<file path="src/rtl/i2s_tx_ctrl.sv">
`default_nettype none
// +--------------------------------------------------------------------------+
// | Module   : i2s_tx_ctrl                                                   |
// | Purpose  : Stereo I2S transmitter; MCLK/SCLK/LRCK/SDATA from one phase    |
// |            counter, left/right pairs taken over a valid/ready handshake. |
// | Option   : I2S_TX_HOLD_LAST_EN - replay the last pair on an underrun.    |
// | Revision : 1.0 - initial release                                         |
// +--------------------------------------------------------------------------+
module i2s_tx_ctrl #(
    parameter int MCLK_HALF = 4,
    parameter int SCLK_DIV  = 4,
    parameter int SAMPLE_W  = 24
) (
    input  logic                clk,
    input  logic                rst,
    input  logic                en,
    input  logic                s_valid,
    output logic                s_ready,
    input  logic [SAMPLE_W-1:0] s_left,
    input  logic [SAMPLE_W-1:0] s_right,
    output logic                mclk,
    output logic                sclk,
    output logic                lrck,
    output logic                sdata,
    output logic                frame_start,
    output logic                underrun
);

    localparam int         c_MCLK_BIT  = $clog2(MCLK_HALF);
    localparam int         c_SCLK_BIT  = $clog2(MCLK_HALF * SCLK_DIV);
    localparam int         c_P_W       = c_SCLK_BIT + 7;
    localparam logic [4:0] c_LAST_SLOT = 5'(SAMPLE_W);

    typedef enum logic [0:0] {
        ST_WAIT = 1'b0,
        ST_RUN  = 1'b1
    } state_t;

    state_t              r_state;
    state_t              w_state_nxt;
    logic [c_P_W-1:0]    r_p;
    logic                r_alive;
    logic                r_full;
    logic [SAMPLE_W-1:0] r_hold_l;
    logic [SAMPLE_W-1:0] r_hold_r;
    logic [SAMPLE_W-1:0] r_sh_l;
    logic [SAMPLE_W-1:0] r_sh_r;
    logic                r_mclk;
    logic                r_sclk;
    logic                r_lrck;
    logic                r_sdata;
    logic                r_frame_start;
    logic                r_underrun;

    logic                w_boundary;
    logic                w_slot_start;
    logic                w_right_half;
    logic [4:0]          w_k;
    logic                w_bit_slot;
    logic                w_accept;
    logic                w_load_pair;
    logic                w_underrun;
    logic [SAMPLE_W-1:0] w_fill_l;
    logic [SAMPLE_W-1:0] w_fill_r;

    // Slot index within the half-frame sits directly above the SCLK bit.
    assign w_boundary   = (r_p == '0);
    assign w_slot_start = (r_p[c_SCLK_BIT:0] == '0);
    assign w_right_half = r_p[c_P_W-1];
    assign w_k          = r_p[c_P_W-2:c_SCLK_BIT+1];
    assign w_bit_slot   = (w_k != 5'd0) && (w_k <= c_LAST_SLOT);
    assign w_accept     = s_valid && s_ready;

    assign s_ready      = r_alive && !r_full;
    assign mclk         = r_mclk;
    assign sclk         = r_sclk;
    assign lrck         = r_lrck;
    assign sdata        = r_sdata;
    assign frame_start  = r_frame_start;
    assign underrun     = r_underrun;

    always_ff @(posedge clk) begin
        if (rst) begin
            r_state <= ST_WAIT;
        end else begin
            r_state <= w_state_nxt;
        end
    end

    always_comb begin
        w_state_nxt = r_state;
        w_load_pair = 1'b0;
        w_underrun  = 1'b0;
        if (w_boundary) begin
            case (r_state)
                ST_WAIT: begin
                    if (en && r_full) begin
                        w_load_pair = 1'b1;
                        w_state_nxt = ST_RUN;
                    end
                end
                ST_RUN: begin
                    if (!en) begin
                        w_state_nxt = ST_WAIT;
                    end else if (r_full) begin
                        w_load_pair = 1'b1;
                    end else begin
                        w_underrun = 1'b1;
                    end
                end
                default: w_state_nxt = ST_WAIT;
            endcase
        end
    end

`ifdef I2S_TX_HOLD_LAST_EN
    logic [SAMPLE_W-1:0] r_last_l;
    logic [SAMPLE_W-1:0] r_last_r;

    always_ff @(posedge clk) begin
        if (rst) begin
            r_last_l <= '0;
            r_last_r <= '0;
        end else if (w_load_pair) begin
            r_last_l <= r_hold_l;
            r_last_r <= r_hold_r;
        end
    end

    assign w_fill_l = w_load_pair ? r_hold_l : (w_underrun ? r_last_l : '0);
    assign w_fill_r = w_load_pair ? r_hold_r : (w_underrun ? r_last_r : '0);
`else
    assign w_fill_l = w_load_pair ? r_hold_l : '0;
    assign w_fill_r = w_load_pair ? r_hold_r : '0;
`endif

    // A boundary load and a fresh accept never coincide: accept needs full=0.
    always_ff @(posedge clk) begin
        if (rst) begin
            r_alive  <= 1'b0;
            r_full   <= 1'b0;
            r_hold_l <= '0;
            r_hold_r <= '0;
        end else begin
            r_alive <= 1'b1;
            if (w_accept) begin
                r_full   <= 1'b1;
                r_hold_l <= s_left;
                r_hold_r <= s_right;
            end else if (w_load_pair) begin
                r_full <= 1'b0;
            end
        end
    end

    always_ff @(posedge clk) begin
        if (rst) begin
            r_p           <= '0;
            r_mclk        <= 1'b0;
            r_sclk        <= 1'b0;
            r_lrck        <= 1'b0;
            r_frame_start <= 1'b0;
            r_underrun    <= 1'b0;
        end else begin
            r_p           <= r_p + 1'b1;
            r_mclk        <= r_p[c_MCLK_BIT];
            r_sclk        <= r_p[c_SCLK_BIT];
            r_lrck        <= w_right_half;
            r_frame_start <= w_boundary;
            r_underrun    <= w_underrun;
        end
    end

    // Bits leave MSB-first, one per SCLK period, starting one slot after LRCK.
    always_ff @(posedge clk) begin
        if (rst) begin
            r_sh_l  <= '0;
            r_sh_r  <= '0;
            r_sdata <= 1'b0;
        end else if (w_boundary) begin
            r_sh_l  <= w_fill_l;
            r_sh_r  <= w_fill_r;
            r_sdata <= 1'b0;
        end else if (w_slot_start) begin
            if (!w_bit_slot) begin
                r_sdata <= 1'b0;
            end else if (w_right_half) begin
                r_sdata <= r_sh_r[SAMPLE_W-1];
                r_sh_r  <= r_sh_r << 1;
            end else begin
                r_sdata <= r_sh_l[SAMPLE_W-1];
                r_sh_l  <= r_sh_l << 1;
            end
        end
    end

endmodule
`default_nettype wire

</file>
<file path="config.mk">
export PLATFORM = sky130hd
export DESIGN_NAME = i2s_tx_ctrl
export DESIGN_NICKNAME = d
export VERILOG_FILES = /design/src/rtl/i2s_tx_ctrl.sv
export SDC_FILE = /design/constraint.sdc
export NUM_CORES = 1
export LEC_CHECK = 0
export ABC_CLOCK_PERIOD_IN_PS = 4400
export BUFFER_PORTS_ARGS = -buffer_cell sky130_fd_sc_hd__buf_2
export CAP_MARGIN = 20
export CORE_MARGIN = 3
export CORE_UTILIZATION = 49
export DETAILED_ROUTE_END_ITERATION = 8
export GPL_TIMING_DRIVEN = 0
export PLACE_DENSITY_LB_ADDON = 0.08
export SLEW_MARGIN = 10
export SYNTH_ARGS = -nofsm -noshare
export SYNTH_HDL_FRONTEND = slang
export SYNTH_SLANG_ARGS = --single-unit
</file>
<file path="constraint.sdc">
create_clock -name clk -period 4.4 [get_ports clk]
set_clock_uncertainty 0.2 [all_clocks]
set_input_delay 0.22 -clock clk [delete_from_list [all_inputs] [get_ports clk]]
set_output_delay 0.22 -clock clk [all_outputs]
set_load 0.01 [all_outputs]
</file>
; ---- Yosys cells after proc, flatten, opt, wreduce, memory -nomap -nowiden
; Index checks and enable logic that the tools add are counted.
[totals]
reg_bits = 116
input_bits = 52
word_cells = 59
output_inout_bits = 7
[classes]
n_addsub = 1
n_mux = 23
n_eq_ne = 1
reduce_logical = 16
magnitude_cmp = 1
bitwise = 3
[op_table]
columns = cell, n
row1 = $mux W24, 10
row2 = $add A11 B1 Y11 const B, 1
row3 = $logic_not A11 Y1, 1
row4 = $mux W1, 11
row5 = $reduce_bool A2 Y1, 4
row6 = $reduce_and A3 Y1, 2
row7 = $le A5 B5 Y1 const B, 1
row8 = $logic_not A5 Y1, 1
row9 = $reduce_bool A5 Y1, 1
row10 = $logic_and A1 B1 Y1, 4
row11 = $pmux W1 S2, 2
row12 = $reduce_or A4 Y1, 1
row13 = $not A1 Y1, 3
row14 = $ne A2 B1 Y1 const B, 1
row15 = $reduce_or A2 Y1, 1
row16 = $logic_not A1 Y1, 1

; ---- Longest topological paths before layout
[depth]
word_depth = 6
mapped_depth = 9

; ---- Worst setup path after synthesis
; Ideal clock, no wire load.
[synth_path]
path_type = reg2reg
start = reg r_p[0]
end = reg r_sh_r[10]
slack_ps = 2320
stages_incl_launch_ff = 9
required_time_ps = 4053
n_path_buf = 2
setup_time_ps = 147
synth_period_minus_slack_ps = 2080
arrival_ps = 1733
cell_sequence = dfxtp_1 inv_1 ha_1 or4b_4 a31oi_4 and2_1 buf_4 buf_6 a311oi_2
[synth_between]
elab_chain_cells = 4
[synth_lines]
columns = item, line_no
row1 = from (decl), 41  ; logic [c_P_W-1:0] r_p;
row2 = from (signal assigned), 165  ; r_p <= r_p + 1'b1;
row3 = $logic_not A11 Y1, 67  ; assign w_boundary = (r_p == '0);
row4 = $mux W1, 94  ; if (w_boundary) begin
row5 = $mux W24, 134  ; assign w_fill_r = w_load_pair ? r_hold_r : '0;
row6 = $mux W24, 180  ; end else if (w_boundary) begin
row7 = to (signal assigned), 182  ; r_sh_r <= w_fill_r;
row8 = to (signal assigned), 189  ; r_sh_r <= r_sh_r << 1;
row9 = to (decl), 47  ; logic [SAMPLE_W-1:0] r_sh_r;
; Parallel ways exist; a longest one is shown, timed or not.
; A chain may end at the register's enable or synchronous reset.

; ---- Worst setup path in the final report
[layout_path]
start = reg r_p[0]
end = reg r_sh_r[7]
; Same word-level chain as after synthesis.

==> impl_metrics.tcl <==
set metrics [dict create \
    leakage_uw 0.00236 \
    die_w_um 105 \
    yosysTopAreaCell "dfxtp_1" \
    syn_to_final_growth_pct 34.0 \
    wirelength_um 12000 \
    status "finished, final reports clean" \
    root_buffer "clkbuf_8" \
    clock_latency_ps 520 \
    routedWlPerCell_um 14.3 \
    cts_tree "built" \
    via_per_inst 5.26 \
    hold_class "primary input to register" \
    critPathMaxStageDelay_ps 400 \
    rrSetupSlack_ps 2020 \
    crit_start "r_p[0]$_SDFF_PP0_" \
    yosys-top-cells-count "148 x nand2_1, 116 x dfxtp_1, 65 x a21oi_1" \
    final_util_pct 68.7 \
    cp_top_family "simple AND/OR/NAND/NOR gates" \
    routed-via-count 4429 \
    grt_overflow 0 \
    tightest_slew_ps 735 \
    ys_ff_latch 116 \
    synth-async-reset-ratio_pct 0 \
    cp-start-kind "register" \
    endpoint "r_sh_r[7]$_SDFFE_PP0P_" \
    yosysUniqueCellTypes 41 \
    die_area_um2 11100 \
    drt_iter0_drc 316 \
    hpwl_um 7870 \
    max-cap-violations 0 \
    cp.arrival_ps 2610 \
    grt_pass1_wl_um 20100 \
    syn_area_um2 4820 \
    r2r-end "r_sh_r[7]$_SDFFE_PP0P_" \
    hold_start "s_valid" \
    path_clk_slew_ps 60 \
    hold_viol 0 \
    crit_fanout 10 \
    rsz0062_at_grt "false" \
    powerDensity_nw_per_um2 490 \
    synth_ff_type "dfxtp_1" \
    io_pins 59 \
    slowest_stage "clkbuf_1" \
    grt_pass1_vias 4284 \
    place.gp.congestion 0.790 \
    cts_buffers 17 \
    ys_seq_area_share_pct 48.1 \
    port-buffer-count 57 \
    rows 35 \
    drc 0 \
    crit_cells 8 \
    worstSetupEndpointType "register" \
    peakVddDrop_mv 0.326 \
    crit_chain "inv_1 -> ha_1 -> nor4b_2 -> and4b_1 -> buf_2 -> clkbuf_1 -> nand3_1 -> a311oi_2" \
    grt_antenna_before_repair 0 \
    start_util_pct 51.2 \
    final.min_clock_period_ps 2380 \
    post_cts_buffers 0 \
    criticalPathCategory "register to register" \
    cp.required_ps 4630 \
    critPathBufInv 3 \
    gr-usage-all-layers_pct 22.5 \
    relSlewSlack_pct 51.0 \
    fmax_mhz 420 \
    synthCells 574 \
    r2r-start "r_p[0]$_SDFF_PP0_" \
    finalSetupTns_ps 0 \
    antenna_left 0 \
    synthesis.nets 628 \
    slew_violations 0 \
    cts.path.max_buffers 2 \
    cts_sinks 116 \
    dr.pass1.iters 5 \
    fin_nets 754 \
    synth_warnings 0 \
    grt_max_degree 17 \
    yosysMostFrequentCell "nand2_1" \
    layout-drive-gt1-share_pct 18.8 \
    syn_area_per_cell_um2 8.40 \
    cts-htree-levels 4 \
    die_h_um 105 \
    synth_area_leaders "dfxtp_1 48%, nand2_1 12%, a21oi_1 6.7%, nand3_1 5.4%, a311oi_2 5.0%" \
    antenna_cells 0 \
    reg2reg_depth 8 \
    synth_edf_count 0 \
    finalSetupViolations 0 \
    finalCritPeriodShare_pct 54.1 \
    synth_top_area_share_pct 48.1 \
    coreArea_um2 9420 \
]
==> area by class of cell <==
| class | count | area (µm²) |
|---|---|---|
| fill | 782 | 2950 |
| sequential | 116 | 2320 |
| multi-input combinational | 402 | 2230 |
| timing repair buffer | 107 | 786 |
| clock buffer | 20 | 445 |
| buffer | 52 | 258 |
| clock inverter | 12 | 249 |
| tap | 129 | 161 |
| inverter | 4 | 15.0 |
==> layout by cell type (no fill, tap or decap), types with 6 or more instances in the layout <==
cell / instances
nand2_1: 148
clkbuf_1: 30
buf_2: 65
bufinv_16: 7
a21oi_1: 65
a31oi_1: 23
clkbuf_16: 16
xor2_1: 6
a311oi_1: 7
and2_1: 6
dfxtp_1: 116
o21ai_1: 21
dlygate4sd3_1: 50
buf_1: 7
nand3_1: 52
nor2_1: 14
a311oi_2: 16
a21oi_2: 8
==> stage by stage <==
| stage | power (µW) | hold slack, ps | instance area [µm²] | setup WS [ps] | instances |
|---|---|---|---|---|---|
| 2_1_floorplan | 1440 | 146 | 4820 | 2320 | 574 |
| 6_report | 3170 | 194 | 6460 | 2020 | 842 |
| 3_3_place_gp | 1530 | 241 | 5270 | 1950 | 760 |
| 3_5_place_dp | 1540 | 247 | 5270 | 1940 | 760 |
| 4_1_cts | 3180 | 163 | 6460 | 1950 | 842 |
| 5_1_grt | 3280 | 234 | 6460 | 1760 | 842 |
==> cell families after synthesis <==
family / count (synthesis) / share of synthesized area (%)
and+or+nand+nor: 243 / 22.7
AOI/OAI and AO/OA: 146 / 20.9
DFF: 116 / 48.1
buffers and inverters: 56 / 5.65
xor gates and xnor gates: 9 / 1.63
muxes: 2 / 0.441
adders and majority gates: 2 / 0.519
==> how the worst min path moves through the flow <==
stage	end	cells past startpoint	slack [ps]
5_1_grt	r_hold_r[20]$_SDFFE_PP0P_	5	230
2_1_floorplan	underrun$_SDFF_PP0_	2	150
3_3_place_gp	r_p[0]$_SDFF_PP0_	1	240
6_report	r_hold_r[23]$_SDFFE_PP0P_	5	190
3_5_place_dp	r_hold_l[11]$_SDFFE_PP0P_	2	250
4_1_cts	r_hold_r[23]$_SDFFE_PP0P_	5	160
==> routing by layer <==
metal  track usage [%]  vias up  wire length, µm
met3              6.18       14              566
met4              6.84        0              133
li1                  -     2249                -
met1              28.1     2041             5470
met2              37.8      125             5830
met5                 0        -                0
==> what timing repair did <==
action | 4_1_cts | 5_1_grt
hold endpoints to repair | 53 | 0
gates resized for setup | 0 | 0
hold buffers | 50 | 0
==> registers in the layout, summed over array words and instances (netlist names) <==
register / cells
sdata: 1
sclk: 1
r_hold_l: 24
r_sh_l: 24
r_hold_r: 24
underrun: 1
r_p: 11
r_alive: 1
frame_start: 1
lrck: 1
r_sh_r: 24
r_state: 1
mclk: 1
r_full: 1
==> tightest hold or removal path, delay by kind of cell <==
kind	cells	cell delay [ps]
AO/OA/AOI/OAI	1	50
AND/OR/NAND/NOR	2	220
buffers and inverters	2	360
==> power breakdown <==
part | switching, µW | internal, µW | leakage (µW)
combinational | 223 | 164 | 0.00108
clock | 485 | 1120 | 0.000324
sequential | 43.1 | 1130 | 0.000949
Note: power is estimated with default switching activity, not from simulation.
